==> config.mk <==
export PLATFORM = sky130hd
export DESIGN_NAME = wb_select_buf
export DESIGN_NICKNAME = d
export VERILOG_FILES = /design/src/rtl/wb_select_buf.sv
export SDC_FILE = /design/constraint.sdc
export NUM_CORES = 1
export LEC_CHECK = 0
export CAP_MARGIN = 40
export CORE_MARGIN = 10
export CORE_UTILIZATION = 44
export CTS_CLUSTER_SIZE = 24
export DETAILED_ROUTE_END_ITERATION = 12
export MAX_ROUTING_LAYER = met4
export PLACE_DENSITY_LB_ADDON = 0.05
export SYNTH_ARGS = -nofsm -noshare
export SYNTH_HDL_FRONTEND = slang
export SYNTH_SLANG_ARGS = --single-unit
export TNS_END_PERCENT = 5
==> constraint.sdc <==
create_clock -name clk -period 2.9 [get_ports clk]
set_input_delay 0.58 -clock clk [delete_from_list [all_inputs] [get_ports clk]]
set_output_delay 0.58 -clock clk [all_outputs]
set_load 0.02 [all_outputs]
==> src/rtl/wb_select_buf.sv <==
// Writeback-select stage: picks a data source (with load byte/half extraction),
// tags it with its destination index and queues it in a 2-entry buffer.
module wb_select_buf #(
  parameter int DATA_W    = 32,
  parameter int N_SRC     = 9,
  parameter int SEL_W     = 4,
  parameter int LOAD_IDX  = 1,
  parameter int LUI_IDX   = 7,
  parameter int EXC_CONST = 227,
  parameter int RD_W      = 5
) (
  input  logic                    clk,
  input  logic                    rst_n,
  input  logic                    flush,
  input  logic                    in_valid,
  output logic                    in_ready,
  input  logic [SEL_W-1:0]        sel,
  input  logic [2:0]              ext_mode,
  input  logic [1:0]              addr_lo,
  input  logic [N_SRC*DATA_W-1:0] src_bus,
  input  logic [RD_W-1:0]         rd_in,
  output logic                    out_valid,
  input  logic                    out_ready,
  output logic [DATA_W-1:0]       out_data,
  output logic [RD_W-1:0]         out_rd,
  output logic                    out_err
);

  localparam logic [SEL_W-1:0] LOAD_SEL = SEL_W'(LOAD_IDX);
  localparam logic [SEL_W-1:0] EXC_SEL  = SEL_W'(N_SRC);
  localparam logic [SEL_W-1:0] LUI_SEL  = SEL_W'(N_SRC + 1);

  logic [DATA_W-1:0] pick_s;
  logic [DATA_W-1:0] load_word_s;
  logic [15:0]       lui_half_s;
  logic [7:0]        byte_s;
  logic [15:0]       half_s;
  logic [DATA_W-1:0] new_data_s;
  logic              new_err_s;

  logic [DATA_W-1:0] mem_data_r [0:1];
  logic [RD_W-1:0]   mem_rd_r   [0:1];
  logic              mem_err_r  [0:1];
  logic              wr_ptr_r;
  logic              rd_ptr_r;
  logic [1:0]        count_r;
  logic              out_valid_r;
  logic              in_ready_r;
  logic [DATA_W-1:0] head_data_r;
  logic [RD_W-1:0]   head_rd_r;
  logic              head_err_r;

  logic              push_s;
  logic              pop_s;
  logic              rd_ptr_nx_s;
  logic [1:0]        count_nx_s;
  logic [DATA_W-1:0] head_data_nx_s;
  logic [RD_W-1:0]   head_rd_nx_s;
  logic              head_err_nx_s;

  assign load_word_s = src_bus[LOAD_IDX*DATA_W +: DATA_W];
  assign lui_half_s  = src_bus[LUI_IDX*DATA_W +: 16];
  assign half_s      = addr_lo[1] ? load_word_s[31:16] : load_word_s[15:0];

  // AND-OR source mux: an unselected source is masked to zero, so its contents never leak
  always_comb begin
    pick_s = '0;
    for (int i = 0; i < N_SRC; i++) begin
      pick_s = pick_s | (src_bus[i*DATA_W +: DATA_W] & {DATA_W{sel == SEL_W'(i)}});
    end
  end

  // Little-endian byte lane extraction from the load word
  always_comb begin
    case (addr_lo)
      2'd0:    byte_s = load_word_s[7:0];
      2'd1:    byte_s = load_word_s[15:8];
      2'd2:    byte_s = load_word_s[23:16];
      2'd3:    byte_s = load_word_s[31:24];
      default: byte_s = 8'h00;
    endcase
  end

  // Select decode plus load extension; misaligned loads still carry extracted data
  always_comb begin
    new_data_s = '0;
    new_err_s  = 1'b0;
    if (sel == LOAD_SEL) begin
      case (ext_mode)
        3'd0: begin
          new_data_s = load_word_s;
          new_err_s  = (addr_lo != 2'b00);
        end
        3'd1: new_data_s = {{(DATA_W-8){byte_s[7]}}, byte_s};
        3'd2: new_data_s = {{(DATA_W-8){1'b0}}, byte_s};
        3'd3: begin
          new_data_s = {{(DATA_W-16){half_s[15]}}, half_s};
          new_err_s  = addr_lo[0];
        end
        3'd4: begin
          new_data_s = {{(DATA_W-16){1'b0}}, half_s};
          new_err_s  = addr_lo[0];
        end
        default: begin
          new_data_s = '0;
          new_err_s  = 1'b1;
        end
      endcase
    end else if (sel < EXC_SEL) begin
      new_data_s = pick_s;
    end else if (sel == EXC_SEL) begin
      new_data_s = DATA_W'(EXC_CONST);
    end else if (sel == LUI_SEL) begin
      new_data_s = {lui_half_s, {(DATA_W-16){1'b0}}};
    end else begin
      new_err_s = 1'b1;
    end
  end

  assign push_s = in_valid && in_ready_r;
  assign pop_s  = out_valid_r && out_ready;

  // Next occupancy and next head; a fresh push becomes head when the write slot is the next read slot
  always_comb begin
    rd_ptr_nx_s    = rd_ptr_r ^ pop_s;
    head_data_nx_s = '0;
    head_rd_nx_s   = '0;
    head_err_nx_s  = 1'b0;
    case ({push_s, pop_s})
      2'b10:   count_nx_s = count_r + 2'd1;
      2'b01:   count_nx_s = count_r - 2'd1;
      default: count_nx_s = count_r;
    endcase
    if (count_nx_s == 2'd0) begin
      head_data_nx_s = '0;
      head_rd_nx_s   = '0;
      head_err_nx_s  = 1'b0;
    end else if (push_s && (wr_ptr_r == rd_ptr_nx_s)) begin
      head_data_nx_s = new_data_s;
      head_rd_nx_s   = rd_in;
      head_err_nx_s  = new_err_s;
    end else begin
      head_data_nx_s = mem_data_r[rd_ptr_nx_s];
      head_rd_nx_s   = mem_rd_r[rd_ptr_nx_s];
      head_err_nx_s  = mem_err_r[rd_ptr_nx_s];
    end
  end

  // Buffer state and registered handshake/head outputs; flush outranks push and pop
  always_ff @(posedge clk or negedge rst_n) begin
    if (!rst_n) begin
      for (int i = 0; i < 2; i++) begin
        mem_data_r[i] <= '0;
        mem_rd_r[i]   <= '0;
        mem_err_r[i]  <= 1'b0;
      end
      wr_ptr_r    <= 1'b0;
      rd_ptr_r    <= 1'b0;
      count_r     <= 2'd0;
      out_valid_r <= 1'b0;
      in_ready_r  <= 1'b1;
      head_data_r <= '0;
      head_rd_r   <= '0;
      head_err_r  <= 1'b0;
    end else if (flush) begin
      wr_ptr_r    <= 1'b0;
      rd_ptr_r    <= 1'b0;
      count_r     <= 2'd0;
      out_valid_r <= 1'b0;
      in_ready_r  <= 1'b1;
      head_data_r <= '0;
      head_rd_r   <= '0;
      head_err_r  <= 1'b0;
    end else begin
      if (push_s) begin
        mem_data_r[wr_ptr_r] <= new_data_s;
        mem_rd_r[wr_ptr_r]   <= rd_in;
        mem_err_r[wr_ptr_r]  <= new_err_s;
        wr_ptr_r             <= ~wr_ptr_r;
      end
      rd_ptr_r    <= rd_ptr_nx_s;
      count_r     <= count_nx_s;
      out_valid_r <= (count_nx_s != 2'd0);
      in_ready_r  <= (count_nx_s != 2'd2);
      head_data_r <= head_data_nx_s;
      head_rd_r   <= head_rd_nx_s;
      head_err_r  <= head_err_nx_s;
    end
  end

  assign in_ready  = in_ready_r;
  assign out_valid = out_valid_r;
  assign out_data  = head_data_r;
  assign out_rd    = head_rd_r;
  assign out_err   = head_err_r;

endmodule

== Yosys cells after proc, flatten, opt, wreduce, memory -nomap -nowiden ==
Index checks and enable logic that the tools add are counted.

* Register bits after elaboration: 120
* Latch bits: 0
* Bits in writable memories: 0
* Memory bits (read-only): 0
* Input port bits: 307
* Output and inout port bits: 40
* Word-level logic and storage cells: 123
* Memories: 0

* Add/subtract/negate cells: 2
* Multipliers: 0
* Div/mod/pow operators: 0
* Order comparisons: 4
* Eq/ne operators: 21
* Shift-type cells: 0
* Muxes and demuxes: 46
* Bitwise logic cells: 22
* Reductions and logical operators: 14

{| class="wikitable"
|+ Operator list
! cell !! count
|-
| $mux 32 || 11
|-
| $and 32x32->32 || 9
|-
| $or 32x32->32 || 8
|-
| $pmux 32 s5 || 1
|-
| $bwmux 64 || 1
|-
| $mux 5 || 7
|-
| $demux 32 s1 || 1
|-
| $pmux 8 s4 || 1
|-
| $eq 4x3->1 const B || 4
|-
| $mux 1 || 16
|-
| $mux 16 || 1
|-
| $eq 4x4->1 const B || 3
|-
| $bwmux 10 || 1
|-
| $eq 4x2->1 const B || 2
|-
| $eq 2x2->1 const B || 3
|-
| $eq 3x2->1 const B || 2
|-
| $reduce_bool 2->1 || 3
|-
| $demux 5 s1 || 1
|-
| $eq 2x1->1 const B || 2
|-
| $eq 4x1->1 const B || 1
|-
| $ge 2x2->1 const B || 2
|-
| $logic_and 1x1->1 || 4
|-
| $logic_not 2->1 || 2
|-
| $logic_not 4->1 || 1
|-
| other kinds (19) || 22
|}

== Longest topological paths before layout ==
Gate-level depths: netlist (run 1).

* Depth after elaboration: 15
* Gate-level depth with buffers: 9
* Gate-level depth less buffers: 6

== Least setup slack after synthesis (run 1) ==
No wires, ideal clock.

* Path kind: register to register
* Start: register in_ready_r (netlist: in_ready)
* End: register head_data_r[21] (netlist: out_data[21])
* Library setup time: 0.143 ns
* Data arrival time: 2.029 ns
* Data required time: 2.757 ns
* Path slack: 0.728 ns
* Stages on the path, launching flop included: 9
* Buffers on the path: 2
* Clock period less this slack: 2.172 ns
* Cells stage by stage: dfstp_2 > nand2_1 > ha_1 > xor2_1 > nand2_1 > o21ai_0 > clkbuf_1 > clkbuf_1 > a211oi_1

* Cells in the longest elaborated chain, start to end: 6
* Elaborated cells on any way between the ends: 9
* Those cells by class: eq/ne (2); mux (4); reduce/logical (3)

{| class="wikitable"
|+ RTL lines
! element !! line !! source
|-
| from (decl) || 48 || <nowiki>logic in_ready_r;</nowiki>
|-
| from (signal assigned) || 184 || <nowiki>in_ready_r <= (count_nx_s != 2'd2);</nowiki>
|-
| $logic_and 1x1->1 (*) || 120 || <nowiki>assign push_s = in_valid && in_ready_r;</nowiki>
|-
| $eq 2x1->1 / $eq 2x2->1 (equally long branches) || 129 || <nowiki>case ({push_s, pop_s})</nowiki>
|-
| $pmux 2 s2 || 129 ||
|-
| $logic_not 2->1 || 134 || <nowiki>if (count_nx_s == 2'd0) begin</nowiki>
|-
| $mux 32 (*) || 134 ||
|-
| $mux 32 (*) || 165 || <nowiki>end else if (flush) begin</nowiki>
|-
| to (signal assigned) || 185 || <nowiki>head_data_r <= head_data_nx_s;</nowiki>
|-
| to (decl) || 49 || <nowiki>logic [DATA_W-1:0] head_data_r;</nowiki>
|}

Mark *: on every way between the ends. The rest lies on a longest branch, timed or not.
A chain may end at the register's enable or synchronous reset.

== Worst setup path after layout (run 1) ==
* Start: input port addr_lo[1]
* End: register head_data_r[9] (netlist: out_data[9])

* Cells in the longest elaborated chain, start to end: 7
* Elaborated cells on any way between the ends: 11
* Those cells by class: eq/ne (3); mux (7); reduce/logical (1)

{| class="wikitable"
|+ RTL lines
! element !! line !! source
|-
| from (decl) || 19 || <nowiki>input logic [1:0] addr_lo,</nowiki>
|-
| $eq 2x2->1 (tied with other cells) || 75 || <nowiki>case (addr_lo)</nowiki>
|-
| $pmux 8 s4 || 75 ||
|-
| $pmux 32 s5 (*) || 89 || <nowiki>case (ext_mode)</nowiki>
|-
| $mux 32 (*) || 88 || <nowiki>if (sel == LOAD_SEL) begin</nowiki>
|-
| $mux 32 (*) || 138 || <nowiki>end else if (push_s && (wr_ptr_r == rd_ptr_nx_s)) begin</nowiki>
|-
| $mux 32 (*) || 134 ||
|-
| $mux 32 (*) || 165 ||
|}

Marks and branches as above.

==> results.sh, run 1 <==
export IMPL_outcome="finished clean"
export IMPL_root_buffer="clkbuf_16"
export IMPL_dp_cells=1521
export IMPL_cts_buffers=17
export IMPL_period_needed_ps=2831
export IMPL_fp_dieW_microns=159.2
export IMPL_start_kind="input pin"
export IMPL_tritoncts="yes"
export IMPL_ys_flop_type="dfrtp_1"
export IMPL_rsz0062_at_grt="false"
export IMPL_core_area_sq_mm=0.01889
export IMPL_multi_input_area_sq_mm=0.005052
export IMPL_synth_edff_count=0
export IMPL_portBuffers=346
export IMPL_slew_headroom_pct=45.97
export IMPL_hold_violations=0
export IMPL_gp_congestion=0.9993
export IMPL_first_pass_iters=5
export IMPL_cts_reportedPaths_clkPinSlew_ps=60
export IMPL_clk_path_buf_depth=2
export IMPL_synth_warnings=0
export IMPL_grt_ovfl_total=0
export IMPL_cts_sinks=120
export IMPL_grt_antenna_before_repair=11
export IMPL_syn_avg_cell_area_sq_um=9.210
export IMPL_seq_area_frac_synth_pct=35.23
export IMPL_tightest_slew_ps=808.7
export IMPL_required_ps=3150
export IMPL_worstPathArrival_ps=3090
export IMPL_drt_wirelength_per_cell_microns=25.46
export IMPL_final_nets=1588
export IMPL_crit_chain="clkdlybuf4s50_1 > buf_4 > a211oi_1 > buf_4 > o21ai_0 > a41oi_1 > a2111oi_2 > a211oi_1"
export IMPL_first_global_vias=9820
export IMPL_ir_worst_vdd_uv=512.6
export IMPL_grt_pass1_wl_mm=59.61
export IMPL_p_leak_nw=5.162
export IMPL_cts_setup_buffers=0
export IMPL_final_common_cell="clkdlybuf4s50_1"
export IMPL_post_synth_num_cell_types=72
export IMPL_start_util_pct=45.14
export IMPL_placementRows=50
export IMPL_ys_async_sr_fraction_pct=100.0
export IMPL_grt_use_total_pct=31.08
export IMPL_synth_area_sq_mm=0.008528
export IMPL_post_cts_resized=0
export IMPL_die_h_microns=159.2
export IMPL_routed_via_count=9360
export IMPL_finalMaxSlewViolations=0
export IMPL_cp_slowest_cell="a2111oi_2"
export IMPL_tns_ps=0
export IMPL_synthTopCellsByArea="dfrtp_1, a211oi_1, mux2_2"
export IMPL_fmax_mhz=353.2
export IMPL_seq_area_sq_mm=0.003004
export IMPL_cp_end_kind="register"
export IMPL_htreeDepth=4
export IMPL_place_hpwl_mm=32.31
export IMPL_io_pins=347
export IMPL_cap_viol_max_count=0
export IMPL_grt_max_degree=74
export IMPL_synthToLayoutAreaGrowth_pct=55.56
export IMPL_period_share_pct=97.62
export IMPL_cp_max_fo=10
export IMPL_syn_nets=1234
export IMPL_die_area_sq_mm=0.02535
export IMPL_setup_viol=0
export IMPL_synthCells=926
export IMPL_skew_ps=8.947
export IMPL_fillers=1551
export IMPL_drive_above_1_share_pct=15.24
export IMPL_hp_class="in2async"
export IMPL_mostFrequentLayoutCells="clkdlybuf4s50_1, dfrtp_1, nor2_1"
export IMPL_routed_wl_mm=39.85
export IMPL_p_per_area_mw_per_mm2=594.3
export IMPL_cts_hold_fix_buffers=0
export IMPL_clk_latency_ps=410
export IMPL_ant_nets=0
export IMPL_synth_top_area_share_pct=34.92
export IMPL_slowest_delay_ps=700
export IMPL_avgViaCountPerCell=5.981
export IMPL_synth_top_cell_by_area="dfrtp_1"
export IMPL_route_detailed_drc=0
export IMPL_critPathKind="in2reg"
export IMPL_ys_ff_latch=120
export IMPL_layout_cells_non_filler=1565
export IMPL_drt_iter0_markers=779
-- cell families after synthesis --
| group | share of synthesized area [%] |
|---|---|
| fa+ha+maj | 0.1467 |
| simple gates | 17.94 |
| buf+inv | 5.927 |
| mux | 11.28 |
| compound gates | 28.96 |
| flops | 35.23 |
| xor+xnor | 0.5136 |
-- where the power goes --
| group | internal (mW) | switching, mW | leakage, nW |
|---|---|---|---|
| registers | 2.28 | 0.298 | 1.48 |
| logic | 1.54 | 1.59 | 3.40 |
| clock network | 1.40 | 0.775 | 0.281 |
-- state kept, by name, summed over array words and instances, names as in the netlist, 2 cells and up --
name,cells
out_rd,5
mem_data_r,64
mem_rd_r,10
out_data,32
mem_err_r,2
count_r,2
-- area by class of cell --
| class | instances | share of cell area (%) |
|---|---|---|
| diodes | 12 | 0.2264 |
| clock buffers | 19 | 3.414 |
| clock inverters | 13 | 1.273 |
| inverters | 10 | 0.2829 |
| multi-input cells | 704 | 38.08 |
| flip-flops and latches | 120 | 22.64 |
| well taps | 260 | 2.452 |
| repair buffers | 427 | 31.62 |
-- path summary, 6_finish.rpt --
check                                           from                         to  slack, ps  cells after the start
max                                       addr_lo[1]      out_data[9]$_DFF_PN0_         70                      8
min                                            rst_n  mem_data_r[3]$_DFFE_PN0P_        140                      1
max reg2reg                       in_ready$_DFF_PN1_      out_data[6]$_DFF_PN0_        820                      7
min reg2reg                mem_data_r[3]$_DFFE_PN0P_  mem_data_r[3]$_DFFE_PN0P_        470                      2
max in group asynchronous                      rst_n         in_ready$_DFF_PN1_       2010                      2
min in group clk           mem_data_r[3]$_DFFE_PN0P_  mem_data_r[3]$_DFFE_PN0P_        470                      2
-- Yosys cell counts (all sizes together), types with 14 or more instances --
cell type	instances
o21ai	42
dfrtp	119
nor2	76
nand3	23
a21oi	64
mux2	32
clkbuf	39
a211oi	80
nand2	56
a22oi	36
buf	53
nor3	17
mux2i	32
nor2b	48
o22ai	14
nand2b	18
a32oi	15
-- metal layers --
metal / track usage, % / up-vias / wire [microns]
met1: 35.04 / 4568 / 15270
met3: 7.100 / 69 / 2738
met2: 53.41 / 454 / 20710
met5: - / - / 0
li1: - / 4269 / -
met4: 10.28 / 0 / 1128
-- stage by stage --
stage | hold slack (ps) | util (%) | cell area, sq um | setup slack (ps) | total power, mW
final | 144.7 | 70.22 | 13270 | 68.93 | 7.885
after global routing | 176.8 | 70.21 | 13260 | 24.03 | 8.318
after CTS | 157.1 | 70.06 | 13240 | 137.4 | 7.900
after detailed placement | 462.9 | 66.77 | 12610 | -279.1 | 5.688
after global placement | 454.8 | 66.71 | 12600 | -227.5 | 5.606
after floorplan | 284.4 | - | 8528 | 727.9 | 4.234
-- worst max-delay path, delay by kind of cell --
| kind | cells | cell delay, ps |
|---|---|---|
| compound gates | 5 | 1510 |
| buf+inv | 3 | 990 |
(Power assumes the default switching activity.)
==> run 2: changes to the inputs <==
--- a/config.mk
+++ b/config.mk
@@ -11,7 +11,7 @@
 export CTS_CLUSTER_SIZE = 24
 export DETAILED_ROUTE_END_ITERATION = 12
 export MAX_ROUTING_LAYER = met4
-export PLACE_DENSITY_LB_ADDON = 0.05
+export PLACE_DENSITY = 0.83
 export SYNTH_ARGS = -nofsm -noshare
 export SYNTH_HDL_FRONTEND = slang
 export SYNTH_SLANG_ARGS = --single-unit
==> results.sh, run 2 (same netlist as run 1, synthesis figures left out) <==
export IMPL_outcome="finished clean"
export IMPL_hold_violations=0
export IMPL_route_detailed_drc=0
export IMPL_p_leak_nw=5.192
export IMPL_avgViaCountPerCell=6.189
export IMPL_dp_cells=1529
export IMPL_first_global_vias=9981
export IMPL_crit_chain="clkdlybuf4s50_1 > buf_4 > nor4b_4 > buf_4 > buf_4 > nand2_1 > o22ai_1 > nor3_1 > a211oi_1"
export IMPL_multi_input_area_sq_mm=0.005052
export IMPL_worstPathArrival_ps=2930
export IMPL_routed_wl_mm=41.78
export IMPL_cp_common_cell="buf_4"
export IMPL_gp_congestion=0.9986
export IMPL_hold_start="mem_data_r[6]$_DFFE_PN0P_"
export IMPL_required_ps=3200
export IMPL_period_share_pct=90.87
export IMPL_place_hpwl_mm=33.92
export IMPL_synthToLayoutAreaGrowth_pct=55.40
export IMPL_io_pins=347
export IMPL_finalMaxSlewViolations=0
export IMPL_holdPathEnd="mem_data_r[6]$_DFFE_PN0P_"
export IMPL_whs_ps=471.2
export IMPL_top_register="mem_data_r"
export IMPL_seq_area_sq_mm=0.003004
export IMPL_largest_reg_flops=64
export IMPL_critPathKind="in2reg"
export IMPL_cts_sinks=120
export IMPL_p_total_mw=7.791
export IMPL_die_h_microns=159.2
export IMPL_drt_wirelength_per_cell_microns=26.66
export IMPL_holdPathStages=2
export IMPL_p_per_area_mw_per_mm2=587.9
export IMPL_layout_cells_non_filler=1567
export IMPL_skew_ps=7.379
export IMPL_r2r_cells=7
export IMPL_ant_nets=0
export IMPL_cap_viol_max_count=0
export IMPL_clk_path_buf_depth=2
export IMPL_rsz0062_at_grt="false"
export IMPL_crit_buf_inv=4
export IMPL_cp_end_kind="register"
export IMPL_core_area_sq_mm=0.01889
export IMPL_r2r_slack_ps=750
export IMPL_start_util_pct=45.14
export IMPL_grt_use_total_pct=32.58
export IMPL_cts_setup_buffers=0
export IMPL_fp_dieW_microns=159.2
export IMPL_final_common_cell="clkdlybuf4s50_1"
export IMPL_mostFrequentLayoutCells="clkdlybuf4s50_1, dfrtp_1, buf_4"
export IMPL_slew_headroom_pct=39.71
export IMPL_place_worst_setup_slack_ps=-110.4
export IMPL_grt_ovfl_total=0
export IMPL_start_kind="input pin"
export IMPL_clk_latency_ps=430
export IMPL_hp_class="reg2reg"
export IMPL_cts_hold_fix_buffers=1
export IMPL_first_pass_iters=6
export IMPL_drt_iter0_markers=1097
export IMPL_period_needed_ps=2635
export IMPL_critPathTopFamily="buffers and inverters"
export IMPL_post_cts_resized=0
export IMPL_regToRegEndpoint="out_data[16]$_DFF_PN0_"
export IMPL_cp_max_fo=27
export IMPL_tightest_slew_ps=901.0
export IMPL_fillers=1473
export IMPL_fmax_mhz=379.5
export IMPL_fin_util_pct=70.15
export IMPL_grt_max_degree=75
export IMPL_grt_antenna_before_repair=5
export IMPL_placementRows=50
export IMPL_slowest_delay_ps=440
export IMPL_die_area_sq_mm=0.02535
export IMPL_worst_slack_ps=264.8
export IMPL_htreeDepth=4
export IMPL_drive_above_1_share_pct=15.67
export IMPL_grt_pass1_wl_mm=61.55
export IMPL_final_nets=1597
export IMPL_ir_worst_vdd_uv=419.4
export IMPL_cp_slowest_cell="clkdlybuf4s50_1"
export IMPL_setup_viol=0
export IMPL_r2r_start="out_valid$_DFF_PN0_"
export IMPL_portBuffers=346
export IMPL_cts_buffers=17
export IMPL_root_buffer="clkbuf_16"
export IMPL_routed_via_count=9698
export IMPL_cts_reportedPaths_clkPinSlew_ps=60
export IMPL_tritoncts="yes"
## run 2: changes by cell type in the layout (fill, tap and decap cells not counted), moves of 2 or more
cell        before  now
diode_2         12    5
inv_6            2    4
buf_4           70   80
clkinv_2         0    2
clkinvlp_4       7    3
bufinv_16        3    1
## run 2: area by class of cell
type,count,share of cell area (%)
Clock buffer,20,3.446
Timing Repair Buffer,436,32.06
Tap cell,260,2.455
Antenna cell,5,0.09441
Inverter,10,0.2832
Clock inverter,12,0.8686
Multi-Input combinational cell,704,38.12
Sequential cell,120,22.67
## run 2: metal layers
layer / routed length (microns) / GRT usage [%] / vias up / share of wire, %
met3: 3459 / 6.429 / 114 / 8.3
met4: 1969 / 16.34 / 0 / 4.7
li1: - / - / 4285 / -
met1: 15970 / 38.30 / 4661 / 38
met2: 20370 / 52.32 / 638 / 49
met5: 0 / - / - / 0
## run 2: report_power, final
group	leakage [nW]	switching, mW	internal, mW
clock network	0.274	0.814	1.23
registers	1.48	0.309	2.28
logic	3.44	1.61	1.55
## run 2: worst max path at each step
stage                  startpoint                         to  slack, ps  cells past startpoint
6_report                   sel[3]      out_data[0]$_DFF_PN0_        260                      9
5_1_grt                    sel[3]  mem_data_r[5]$_DFFE_PN0P_        180                      9
4_1_cts                    sel[3]      out_data[0]$_DFF_PN0_        330                      9
3_5_place_dp               sel[3]      out_data[0]$_DFF_PN0_       -110                      9
3_3_place_gp               sel[3]      out_data[0]$_DFF_PN0_        -90                      9
2_1_floorplan  in_ready$_DFF_PN1_     out_data[21]$_DFF_PN0_        730                      8
## run 2: worst register-to-register path, cell delays in order (launching register included)
cell,delay [ps]
dfrtp_1,370
and2_1,210
xnor2_2,300
mux2i_4,310
buf_12,230
buf_4,240
a211oi_1,60
a211oi_1,310
## run 2: through the flow
step	setup TNS, ps	instance area, sq um
after global routing	0	13250
after detailed placement	-1071	12660
after CTS	0	13240
after global placement	-389.7	12650
after floorplan	0	8528
final	0	13250
